$ cat src/rtl/unsigned_div_16by8_seq.sv
// Sequential radix-2 restoring divider: 2N-bit dividend / N-bit divisor -> N-bit quotient and remainder.
// Optional macro UDIV_FAST_EXC_EN lets divide-by-zero and overflow operands bypass the iterations.
module unsigned_div_16by8_seq #(
  parameter int N = 8
) (
  input  logic           clk,
  input  logic           rst,
  input  logic           in_valid,
  output logic           in_ready,
  input  logic [2*N-1:0] z,
  input  logic [N-1:0]   y,
  output logic           out_valid,
  input  logic           out_ready,
  output logic [N-1:0]   x,
  output logic [N-1:0]   r,
  output logic           ovf,
  output logic           dz
);

  localparam int CW = (N > 1) ? $clog2(N) : 1;

  typedef enum logic [1:0] {
    S_IDLE,
    S_CALC,
    S_DONE
  } state_t;

  state_t        r_state;
  state_t        w_next;
  logic [CW-1:0] r_cnt;
  logic [N-1:0]  r_p;
  logic [N-1:0]  r_s;
  logic [N-1:0]  r_y;
  logic [N-1:0]  r_zlo;
  logic          r_dz;
  logic          r_ovf;

  logic          w_accept;
  logic          w_dz_in;
  logic          w_ovf_in;
  logic [N:0]    w_t;
  logic          w_ge;
  logic [N-1:0]  w_diff;

  assign w_accept = in_valid && in_ready;
  assign w_dz_in  = (y == '0);
  assign w_ovf_in = !w_dz_in && (z[2*N-1:N] >= y);

  // The partial remainder stays below y in the normal case, so t < 2y and the
  // difference always fits N bits; t[N] only matters for the compare.
  assign w_t    = {r_p, r_s[N-1]};
  assign w_ge   = (w_t >= {1'b0, r_y});
  assign w_diff = w_t[N-1:0] - r_y;

  // NOTE: sequential state uses non-blocking assignments so every register samples pre-edge values.
  always_ff @(posedge clk or posedge rst) begin
    if (rst) r_state <= S_IDLE;
    else     r_state <= w_next;
  end

  // NOTE: w_next gets a default before the case so no path leaves it unassigned (no latch).
  always_comb begin
    w_next = r_state;
    case (r_state)
      S_IDLE: begin
        if (w_accept) begin
`ifdef UDIV_FAST_EXC_EN
          w_next = (w_dz_in || w_ovf_in) ? S_DONE : S_CALC;
`else
          w_next = S_CALC;
`endif
        end
      end
      S_CALC:  if (r_cnt == '0) w_next = S_DONE;
      S_DONE:  if (out_ready)   w_next = S_IDLE;
      default: w_next = S_IDLE;
    endcase
  end

  always_comb begin
    in_ready  = (r_state == S_IDLE);
    out_valid = (r_state == S_DONE);
  end

  always_ff @(posedge clk or posedge rst) begin
    if (rst) begin
      r_cnt <= '0;
      r_p   <= '0;
      r_s   <= '0;
      r_y   <= '0;
      r_zlo <= '0;
      r_dz  <= 1'b0;
      r_ovf <= 1'b0;
    end else if (w_accept) begin
      r_cnt <= CW'(N - 1);
      r_p   <= z[2*N-1:N];
      r_s   <= z[N-1:0];
      r_y   <= y;
      r_zlo <= z[N-1:0];
      r_dz  <= w_dz_in;
      r_ovf <= w_ovf_in;
    end else if (r_state == S_CALC) begin
      r_cnt <= r_cnt - 1'b1;
      r_p   <= w_ge ? w_diff : w_t[N-1:0];
      r_s   <= {r_s[N-2:0], w_ge};
    end
  end

  // Exception results override whatever the iterations produced.
  assign x   = (r_dz || r_ovf) ? '1 : r_s;
  assign r   = r_dz ? r_zlo : (r_ovf ? '0 : r_p);
  assign ovf = r_ovf;
  assign dz  = r_dz;

endmodule

$ cat config.mk
export PLATFORM = sky130hd
export DESIGN_NAME = unsigned_div_16by8_seq
export DESIGN_NICKNAME = d
export VERILOG_FILES = /design/src/rtl/unsigned_div_16by8_seq.sv
export SDC_FILE = /design/constraint.sdc
export NUM_CORES = 1
export LEC_CHECK = 0
export CAP_MARGIN = 5
export CORE_MARGIN = 1
export CORE_UTILIZATION = 45
export DETAILED_ROUTE_END_ITERATION = 10
export GPL_TIMING_DRIVEN = 1
export HOLD_SLACK_MARGIN = 0.12
export PLACE_DENSITY = 0.74
export SLEW_MARGIN = 40
export SYNTH_ARGS = -nofsm -noshare
export SYNTH_HDL_FRONTEND = slang
export SYNTH_SLANG_ARGS = --single-unit
$ cat constraint.sdc
create_clock -name clk -period 6.4 [get_ports clk]
set_clock_uncertainty 0.15 [all_clocks]
set_input_delay 1.6 -clock clk [delete_from_list [all_inputs] [get_ports clk]]
set_output_delay 1.6 -clock clk [all_outputs]
set_load 0.01 [all_outputs]
# [After elaboration in Yosys (flattened, before gate mapping)]
# Index checks and enable logic that the tools add are counted.
[op_classes] n_addsub=2 n_mul=0 div=0 magnitude_cmp=2 n_eq_ne=5 shifts=0 muxes=14 bitwise=0 reduce_logical=9
[op_table] cell="$mux W8" count=8
[op_table] cell="$ge A9 B8 Y1" count=1
[op_table] cell="$ge A8 B8 Y1" count=1
[op_table] cell="$logic_not A8 Y1" count=1
[op_table] cell="$sub A8 B8 Y8" count=1
[op_table] cell="$mux W2" count=3
[op_table] cell="$mux W3" count=2
[op_table] cell="$pmux W2 S3" count=1
[op_table] cell="$ne A2 B1 Y1 const B" count=2
[op_table] cell="$logic_not A3 Y1" count=1
[op_table] cell="$reduce_and A3 Y1" count=1
[op_table] cell="$sub A3 B1 Y3 const B" count=1
[op_table] cell="$eq A2 B1 Y1 const B" count=1
[op_table] cell="$eq A2 B2 Y1 const B" count=1
[op_table] cell="$logic_and A1 B1 Y1" count=2
[op_table] cell="$logic_not A2 Y1" count=1
[op_table] cell="$ne A2 B2 Y1 const B" count=1
[op_table] cell="$reduce_bool A2 Y1" count=1
[op_table] cell="$logic_not A1 Y1" count=1
[op_table] cell="$logic_or A1 B1 Y1" count=1
[totals] reg_bits=39 latchBits=0 ramBits=0 romBits=0 elab_cells=40 n_memories=0

# [Depth between registers and ports, before layout]
# Gate-level depths: netlist of the first run.
[depth] ltp_word=4 mapped_depth=8 ltp_nobuf=8

# [Worst setup path after synthesis of the first run]
# No wires, ideal clock.
[synth_timing] kind="input port to flip-flop" from="input in_valid" to="register r_p[3]" arrival_ps=2551 required_time_ps=6119 slack_ps=3568 path_stages=6 n_path_buf=1 cell_sequence="nor3b_1 > buf_2 > mux2i_1 > nor2_1 > a41oi_1 > o21ai_0"
[synth_via] elab_chain_cells=2 word_cells_on_any_way=3 cone_classes="1 x mux; 2 x reduce/logical"
[synth_lines] item="from (decl)" line="8" source="input logic in_valid,"
[synth_lines] item="$logic_and A1 B1 Y1 *" line="45" source="assign w_accept = in_valid && in_ready;"
[synth_lines] item="$mux W8 / $reduce_bool A2 Y1 (equally long branches)"
[synth_lines] item="to (signal assigned)" line="96" source="r_p <= z[2*N-1:N];"
[synth_lines] item="to (signal assigned)" line="104" source="r_p <= w_ge ? w_diff : w_t[N-1:0];"
[synth_lines] item="to (decl)" line="31" source="logic [N-1:0] r_p;"
# Mark *: on every way between the ends. The rest lies on a longest branch, timed or not.
# A chain may end at the register's enable or synchronous reset.

# [Worst setup path in the final report of the first run]
[layout_timing] from="register r_dz, in the netlist dz" to="output r[2]"
[layout_via] elab_chain_cells=1
[layout_lines] item="from (decl)" line="35" source="logic r_dz;"
[layout_lines] item="from (signal assigned)" line="100" source="r_dz <= w_dz_in;"
[layout_lines] item="$mux W8" line="111" source="assign r = r_dz ? r_zlo : (r_ovf ? '0 : r_p);"
[layout_lines] item="to (decl)" line="15" source="output logic [N-1:0] r,"
# No other way between the ends.

==> impl_metrics.csv, run 1 <==
group,metric,value,unit
yosys,yosysWarnings,0,
route,wirelength,6120,um
setup_path,cp-startpoint,"dz",
route,wl_met2,2760,um
yosys,synthArstFlopShare,100,%
yosys,ys_ff_latch,39,
clocking,clkTransAtPathRegs,80,ps
yosys,ys_types,46,
worst_hold_path,min-delay-start,"r_cnt[0]",
die,floorplan.initialDensity,47.7,%
power_and_ir_drop,pwr-share-comb,61.6,%
yosys,yosys.area.top_type,"dfrtp_1",
die,coreArea,0.00520,sq mm
yosys,synthesis.nets,343,
setup_path,cp-start-kind,"flip-flop",
placement,io_buffers,47,
worst_hold_path,hold_path_class,"reg -> reg",
die,die_x,76.3,um
global_routing,grt_overflow,0,
route,wl_per_cell,14.9,um
global_routing,grt_pass1_vias,2177,
yosys,yosysSeqAreaShare,39.3,%
clocking,htreeDepth,2,
finish,area_delta_synth_final,24.6,%
timing,setup_violations,0,
timing,maxSlewViolCount,0,
clocking,ctsHoldBuffers,0,
clocking,clockBufferDepth,2,
yosys,synth-edff-count,0,
yosys,synthFlopType,"dfrtp_1",
placement,placed_cells,403,
route,drt_iter0_drc,164,
die,num_rows,26,
yosys,synth_area_leaders,"dfrtp_1 (39%), nand2_1 (9.5%), ha_1 (9.1%)",
yosys,avgSynthCellArea,8.39,sq um
route,via_per_inst,5.48,
finish,layout-drive-gt1-share,4.41,%
route,ant_nets,0,
global_routing,antenna_found_initial,0,
route,route.met3.wl,331,um
global_routing,grt_pass1_wl,10300,um
timing,clock.fmax,266,MHz
yosys,synth_area,0.00248,sq mm
outcome,status,"finished, final reports clean",
timing,finalCritPeriodShare,58.8,%
power_and_ir_drop,internal-power,0.000918,W
finish,fin_cells,410,
clocking,cts_resized,0,
route,vias,2247,
timing,min_period,3760,ps
power_and_ir_drop,total_power,0.00166,W
route,wl_met1,2880,um
route,highest_layer,"met4",
power_and_ir_drop,swShare,44.5,%
global_routing,grt_max_degree,40,
power_and_ir_drop,switchingPower,0.000738,W
job,maxCapViolations,0,
placement,place.gp.congestion,0.887,
clocking,cts_made_buffers,5,
timing,fin_setup_tns,0,ps
finish,diodes,0,
clocking,cts_sinks,39,
clocking,cts_tree,"yes",
die,io_pins,48,
clocking,postCtsSetupBuffers,0,
setup_path,r2r-start,"r_p[5]",
clocking,clkLatencyLatePin,290,ps
timing,hold_violations,0,
route,drtPass1Iterations,4,
die,die_h,76.3,um
timing,rsz0062_at_grt,"no",
setup_path,arrival,2010,ps
die,dieArea,0.00582,sq mm
yosys,synth_top_area_share,39.3,%
setup_path,cp_max_fo,26,
power_and_ir_drop,p_leak,1.42,nW
setup_path,critPathKind,"reg -> out",
timing,slew_headroom,50.3,%
global_routing,grt_usage,22.5,%
clocking,clockRootBuffer,"clkbuf_8",
timing,tightestPinTransition,744,ps
placement,dp.final_hpwl,4360,um
route,drc,0,
power_and_ir_drop,powerDensity,535,mW/mm^2
power_and_ir_drop,p_clk_share,10.0,%
setup_path,cp-end-kind,"primary output",
finish,nets,387,
setup_path,worstPathRequired,4650,ps
power_and_ir_drop,p_seq_share,28.4,%
power_and_ir_drop,irDropWorstVdd,0.000291,V
yosys,synthCells,296,
## worst max-delay path, stage by stage (launching register included)
cell	delay, ps
dfrtp_1	630
nand2b_1	270
o21ai_0	220
clkdlybuf4s50_1	600
## metal layers
metal / up-vias / GRT usage (%)
met5: - / 0
met4: 0 / 8.27
met3: 12 / 4.43
met2: 69 / 34.5
met1: 1048 / 31.4
li1: 1118 / -
## final cells by class
type	instances	area [sq um]
inverter	24	90.1
timing repair buffer	50	493
tap	70	87.6
sequential	39	976
multi-input combinational	220	1370
fill	483	2110
clock inverter	2	13.8
clock buffer	5	68.8
## kinds of logic (layout without fill, tap and decap cells)
group,Yosys count,in the layout,share of synthesized area [%]
adder cells (fa/ha/maj),19,19,9.87
buffers and inverters,37,81,6.15
AND/OR/NAND/NOR,123,123,23.4
flip-flops,39,39,39.3
AO/OA/AOI/OAI,71,71,18.4
multiplexers,7,7,2.82
## synth_stat cells (4+ instances only)
cell type	instances
nand2_1	63
dfrtp_1	39
o21ai_0	30
inv_1	24
ha_1	18
a21oi_1	11
or3_1	11
nor2_1	10
clkbuf_1	9
nand2b_1	9
nand3_1	8
mux2i_1	7
nor2b_1	5
and3_1	4
## path summary, 6_finish.rpt
path / endpoint / slack, ps / cells past startpoint
setup reg to reg: r_p[6] / 3850 / 5
setup / recovery: r[2] / 2640 / 3
min in group asynchronous: r_s[5] / 1570 / 3
hold / removal: r_cnt[0] / 320 / 1
hold reg to reg: r_cnt[0] / 320 / 1
max in group asynchronous: r_p[2] / 4180 / 3
## flip-flops by register name (all words and copies together) (netlist names)
signal and cells:
r_y 8, dz 1, r_state 2, r_zlo 8
r_cnt 3, r_p 8, ovf 1, r_s 8
## through the flow
| step | worst slack (ps) | util, % | hold WS [ps] | cell area, sq um |
|---|---|---|---|---|
| floorplan | 3570 | - | 295 | 2480 |
| global placement | 2410 | 57.8 | 309 | 3010 |
| CTS | 2630 | 59.4 | 329 | 3090 |
| finish | 2640 | 59.5 | 325 | 3100 |
| global route | 2500 | 59.5 | 353 | 3100 |
| detailed placement | 2320 | 57.8 | 314 | 3010 |
## power groups by stage
stage / Combinational (W) / Clock [W] / Sequential (W)
CTS: 0.00102 / 0.000168 / 0.000467
detailed placement: 0.00101 / 0 / 0.000471
global placement: 0.00100 / 0 / 0.000469
global route: 0.00114 / 0.000176 / 0.000488
floorplan: 0.000746 / 0 / 0.000434
finish: 0.00102 / 0.000165 / 0.000470
## layout by cell type (no fill, tap or decap), types with 3 or more instances in the layout
cell / Yosys / final
nand2b_1: 9 / 9
clkdlybuf4s50_1: 0 / 47
nand2_1: 63 / 63
nor2_1: 10 / 10
nand3_1: 8 / 8
o21ai_0: 30 / 30
nor3_1: 3 / 3
and3_1: 4 / 4
a21oi_1: 11 / 11
dfrtp_1: 39 / 39
o21a_1: 3 / 3
ha_1: 18 / 18
clkbuf_8: 0 / 5
o31ai_1: 3 / 3
inv_1: 24 / 24
mux2i_1: 7 / 7
nor2b_1: 5 / 5
buf_4: 1 / 3
or3_1: 11 / 11
Note: power is estimated with default switching activity, not from simulation.
==> run 2, diff against run 1 <==
--- a/config.mk
+++ b/config.mk
@@ -11,7 +11,7 @@
 export DETAILED_ROUTE_END_ITERATION = 10
 export GPL_TIMING_DRIVEN = 1
 export HOLD_SLACK_MARGIN = 0.12
-export PLACE_DENSITY = 0.74
+export PLACE_DENSITY = 0.77
 export SLEW_MARGIN = 40
 export SYNTH_ARGS = -nofsm -noshare
 export SYNTH_HDL_FRONTEND = slang
==> constraint.sdc (replaced) <==
create_clock -name clk -period 3.4 [get_ports clk]
set_clock_uncertainty 0.15 [all_clocks]
set_input_delay 0.85 -clock clk [delete_from_list [all_inputs] [get_ports clk]]
set_output_delay 0.85 -clock clk [all_outputs]
set_load 0.01 [all_outputs]
==> impl_metrics.csv, run 2 (synthesized netlist as in run 1, its figures left out) <==
group,metric,value,unit
timing,maxSlewViolCount,0,
setup_path,critPathKind,"reg -> out",
finish,area_delta_synth_final,25.4,%
setup_path,crit_path_max_incr_delay,630,ps
clocking,clkTransAtPathRegs,90,ps
finish,layout_commonest_cell,"nand2_1",
placement,post-place-ws,714,ps
clocking,cts_resized,0,
placement,dp.final_hpwl,4610,um
setup_path,cp-startpoint,"dz",
die,num_rows,26,
timing,setup_violations,0,
route,via_per_inst,5.61,
setup_path,cp-end-kind,"primary output",
global_routing,antenna_found_initial,0,
finish,mostFrequentLayoutCells,"nand2_1 (63), clkdlybuf4s50_1 (47), dfrtp_1 (39)",
placement,io_buffers,47,
worst_hold_path,min-delay-start,"r_zlo[6]",
setup_path,reg2reg_slack,830,ps
clocking,cts_tree,"yes",
placement,placed_area,0.00303,sq mm
die,die_x,76.3,um
clocking,clockRootBuffer,"clkbuf_8",
die,floorplan.initialDensity,47.7,%
outcome,status,"finished, final reports clean",
setup_path,cp_slowest_cell,"dfrtp_1",
route,wirelength,6400,um
setup_path,cp_max_fo,26,
die,coreArea,0.00520,sq mm
route,vias,2310,
route,wl_per_cell,15.5,um
clocking,htreeDepth,2,
clocking,postCtsSetupBuffers,0,
finish,nets,388,
timing,clock.fmax,335,MHz
timing,fin_setup_tns,0,ps
power_and_ir_drop,powerDensity,1020,mW/mm^2
timing,slew_headroom,55.5,%
route,drtPass1Iterations,5,
job,maxCapViolations,0,
die,io_pins,48,
timing,min_period,2990,ps
route,drc,0,
worst_hold_path,hold_path_class,"reg -> reg",
clocking,cts_sinks,39,
timing,tightestPinTransition,667,ps
power_and_ir_drop,irDropWorstVdd,0.000527,V
route,ant_nets,0,
global_routing,grt_usage,23.8,%
timing,fin_ws,412,ps
timing,rsz0062_at_grt,"no",
clocking,clockBufferDepth,2,
setup_path,worstPathRequired,2400,ps
setup_path,cp-start-kind,"flip-flop",
setup_path,crit_chain,"nand2b_1, o21ai_0, clkdlybuf4s50_1",
placement,place.gp.congestion,0.900,
setup_path,arrival,1990,ps
clocking,ctsHoldBuffers,0,
global_routing,grt_pass1_vias,2189,
die,dieArea,0.00582,sq mm
setup_path,r2r-start,"r_p[5]",
power_and_ir_drop,p_leak,1.43,nW
global_routing,grt_overflow,0,
finish,design_area,0.00312,sq mm
finish,layout-drive-gt1-share,4.97,%
route,drt_iter0_drc,152,
timing,hold_violations,0,
clocking,clkLatencyLatePin,300,ps
die,die_h,76.3,um
finish,diodes,0,
global_routing,grt_pass1_wl,10800,um
clocking,cts_made_buffers,5,
global_routing,grt_max_degree,40,
timing,finalCritPeriodShare,87.9,%
-- run 2: final cells by class --
cell class | count | area [sq um]
tap | 70 | 87.6
fill | 468 | 2090
clock buffer | 5 | 68.8
sequential | 39 | 976
timing repair buffer | 51 | 513
inverter | 24 | 90.1
clock inverter | 3 | 20.0
multi-input combinational | 220 | 1360
-- run 2: routing by layer --
layer,share of wire (%),routed length (um),vias to the layer above,GRT usage (%)
met5,0,0,-,0
met4,1.5,95,0,8.27
met3,6.3,401,7,5.27
met2,46,2940,86,38.1
met1,46,2960,1096,31.6
li1,-,-,1121,-
-- run 2: path summary, 6_finish.rpt --
check / cells past startpoint / end
min in group asynchronous: 3 / r_cnt[0]
hold / removal: 2 / r_zlo[6]
max in group asynchronous: 3 / r_zlo[2]
setup / recovery: 3 / r[5]
hold reg to reg: 2 / r_zlo[6]
setup reg to reg: 5 / r_p[6]
-- run 2: power by group --
part / internal (W) / switching [W]
clock network: 0.000143 / 0.000184
logic: 0.000907 / 0.00105
registers: 0.000696 / 0.000197
total: 0.00175 / 0.00143
-- run 2: per-stage QoR --
step | util [%] | instances | hold slack, ps | power (W)
after floorplan | - | 296 | 295 | 0.00222
after global placement | 58.1 | 404 | 310 | 0.00278
after detailed placement | 58.1 | 404 | 315 | 0.00284
after CTS | 59.9 | 412 | 335 | 0.00318
after global routing | 59.9 | 412 | 368 | 0.00346
final | 59.9 | 412 | 330 | 0.00318
-- run 2: critical path, delay by kind of cell, from the launching register on --
kind                   cells  cell delay, ps
AO/OA/AOI/OAI              1             190
flip-flops                 1             630
buffers and inverters      1             590
AND/OR/NAND/NOR            1             260
==> run 3, diff against run 2 <==
--- a/config.mk
+++ b/config.mk
@@ -9,7 +9,7 @@
 export CORE_MARGIN = 1
 export CORE_UTILIZATION = 45
 export DETAILED_ROUTE_END_ITERATION = 10
-export GPL_TIMING_DRIVEN = 1
+export GPL_TIMING_DRIVEN = 0
 export HOLD_SLACK_MARGIN = 0.12
 export PLACE_DENSITY = 0.77
 export SLEW_MARGIN = 40
==> impl_metrics.csv, run 3 (synthesized netlist as in run 1, its figures left out) <==
group,metric,value,unit
outcome,status,"finished, final reports clean",
global_routing,grt_util_met2,40.8,%
timing,finalCritPeriodShare,86.6,%
power_and_ir_drop,swShare,44.4,%
finish,mostFrequentLayoutCells,"nand2_1 (63), clkdlybuf4s50_1 (47), dfrtp_1 (39)",
global_routing,grt_pass1_wl,11400,um
power_and_ir_drop,internal-power,0.00185,W
die,floorplan.initialDensity,47.7,%
power_and_ir_drop,p_seq_share,26.3,%
power_and_ir_drop,total_power,0.00333,W
die,dieArea,0.00582,sq mm
clocking,postCtsSetupBuffers,0,
setup_path,cp-start-kind,"flip-flop",
global_routing,grt_pass1_vias,2345,
finish,layout-drive-gt1-share,4.57,%
die,coreArea,0.00520,sq mm
global_routing,grt_usage,25.1,%
route,ant_nets,0,
global_routing,use_met1,33.2,%
setup_path,critPathKind,"reg -> out",
finish,area_delta_synth_final,26.9,%
placement,post-place-ws,505,ps
route,via_per_inst,5.56,
die,die_x,76.3,um
setup_path,r2r-start,"r_s[7]",
setup_path,arrival,1940,ps
finish,diodes,0,
route,drc,0,
power_and_ir_drop,p_clk_share,11.8,%
clocking,cts_tree,"yes",
clocking,htreeDepth,2,
setup_path,cp_max_fo,10,
finish,nets,397,
power_and_ir_drop,pwr-share-comb,61.9,%
worst_hold_path,hold_path_class,"reg -> reg",
timing,rsz0062_at_grt,"no",
timing,clock.fmax,340,MHz
placement,dp.final_hpwl,5100,um
global_routing,grt_max_degree,40,
power_and_ir_drop,switchingPower,0.00148,W
clocking,cts_made_buffers,5,
setup_path,worstPathRequired,2400,ps
placement,io_buffers,47,
power_and_ir_drop,powerDensity,1060,mW/mm^2
route,drtPass1Iterations,4,
job,maxCapViolations,0,
timing,slew_headroom,57.7,%
timing,maxSlewViolCount,0,
clocking,ctsHoldBuffers,0,
setup_path,cp-startpoint,"ovf",
die,num_rows,26,
global_routing,grtUsageMet3,4.91,%
global_routing,top_usage_layer,"met2",
finish,fin_cells,420,
global_routing,antenna_found_initial,0,
timing,fin_setup_tns,0,ps
setup_path,reg2reg_slack,1030,ps
placement,place.gp.congestion,0.901,
die,die_h,76.3,um
timing,hold_violations,0,
route,wirelength,6940,um
route,vias,2337,
timing,holdWs,327,ps
timing,min_period,2940,ps
clocking,clockRootBuffer,"clkbuf_8",
placement,placed_cells,413,
clocking,clkTransAtPathRegs,80,ps
clocking,cts_resized,0,
timing,fin_ws,456,ps
clocking,cts_sinks,39,
global_routing,grt_overflow,0,
route,drt_iter0_drc,190,
route,wl_per_cell,16.5,um
clocking,clkLatencyLatePin,300,ps
timing,setup_violations,0,
clocking,clockBufferDepth,2,
timing,tightestPinTransition,634,ps
worst_hold_path,min-delay-start,"r_cnt[0]",
power_and_ir_drop,irDropWorstVdd,0.000532,V
die,io_pins,48,
setup_path,cp-end-kind,"primary output",
finish,layout_commonest_cell,"nand2_1",
power_and_ir_drop,p_leak,1.44,nW
-- run 3: worst max-delay path: stages, from the launching register on --
cell and delay (ps):
dfrtp_1 480, clkbuf_1 260, o31ai_1 310, clkdlybuf4s50_1 600
-- run 3: metal layers --
metal	up-vias	share of wire, %
li1	1132	-
met1	1124	45
met2	71	47
met3	10	5.4
met4	0	2.0
met5	-	0
-- run 3: final timing paths --
kind / end / cells after the start
worst min register to register: r_cnt[0] / 1
worst max register to register: r_p[6] / 8
min in group asynchronous: r_zlo[5] / 2
worst min-delay path: r_cnt[0] / 1
worst max-delay path: r[0] / 3
max in group asynchronous: ovf / 2
-- run 3: cell type report --
| cell class | instances | area, sq um |
|---|---|---|
| well taps | 70 | 87.6 |
| clock buffers | 5 | 68.8 |
| multi-input cells | 220 | 1360 |
| fillers | 486 | 2050 |
| repair buffers | 47 | 470 |
| clock inverters | 2 | 37.5 |
| plain buffers | 13 | 62.6 |
| flip-flops and latches | 39 | 976 |
| inverters | 24 | 92.6 |
-- run 3: power by group through the flow --
stage / Combinational [W] / Clock [W] / Sequential [W]
floorplan: 0.00140 / 0 / 0.000818
global placement: 0.00199 / 0 / 0.000867
detailed placement: 0.00203 / 0 / 0.000880
CTS: 0.00204 / 0.000395 / 0.000872
global route: 0.00227 / 0.000412 / 0.000903
finish: 0.00206 / 0.000393 / 0.000877
-- run 3: through the flow --
step	instance area (sq um)	util [%]
after global routing	3150	60.5
final	3150	60.5
after CTS	3150	60.5
after floorplan	2480	-
after detailed placement	3040	58.5
after global placement	3040	58.4
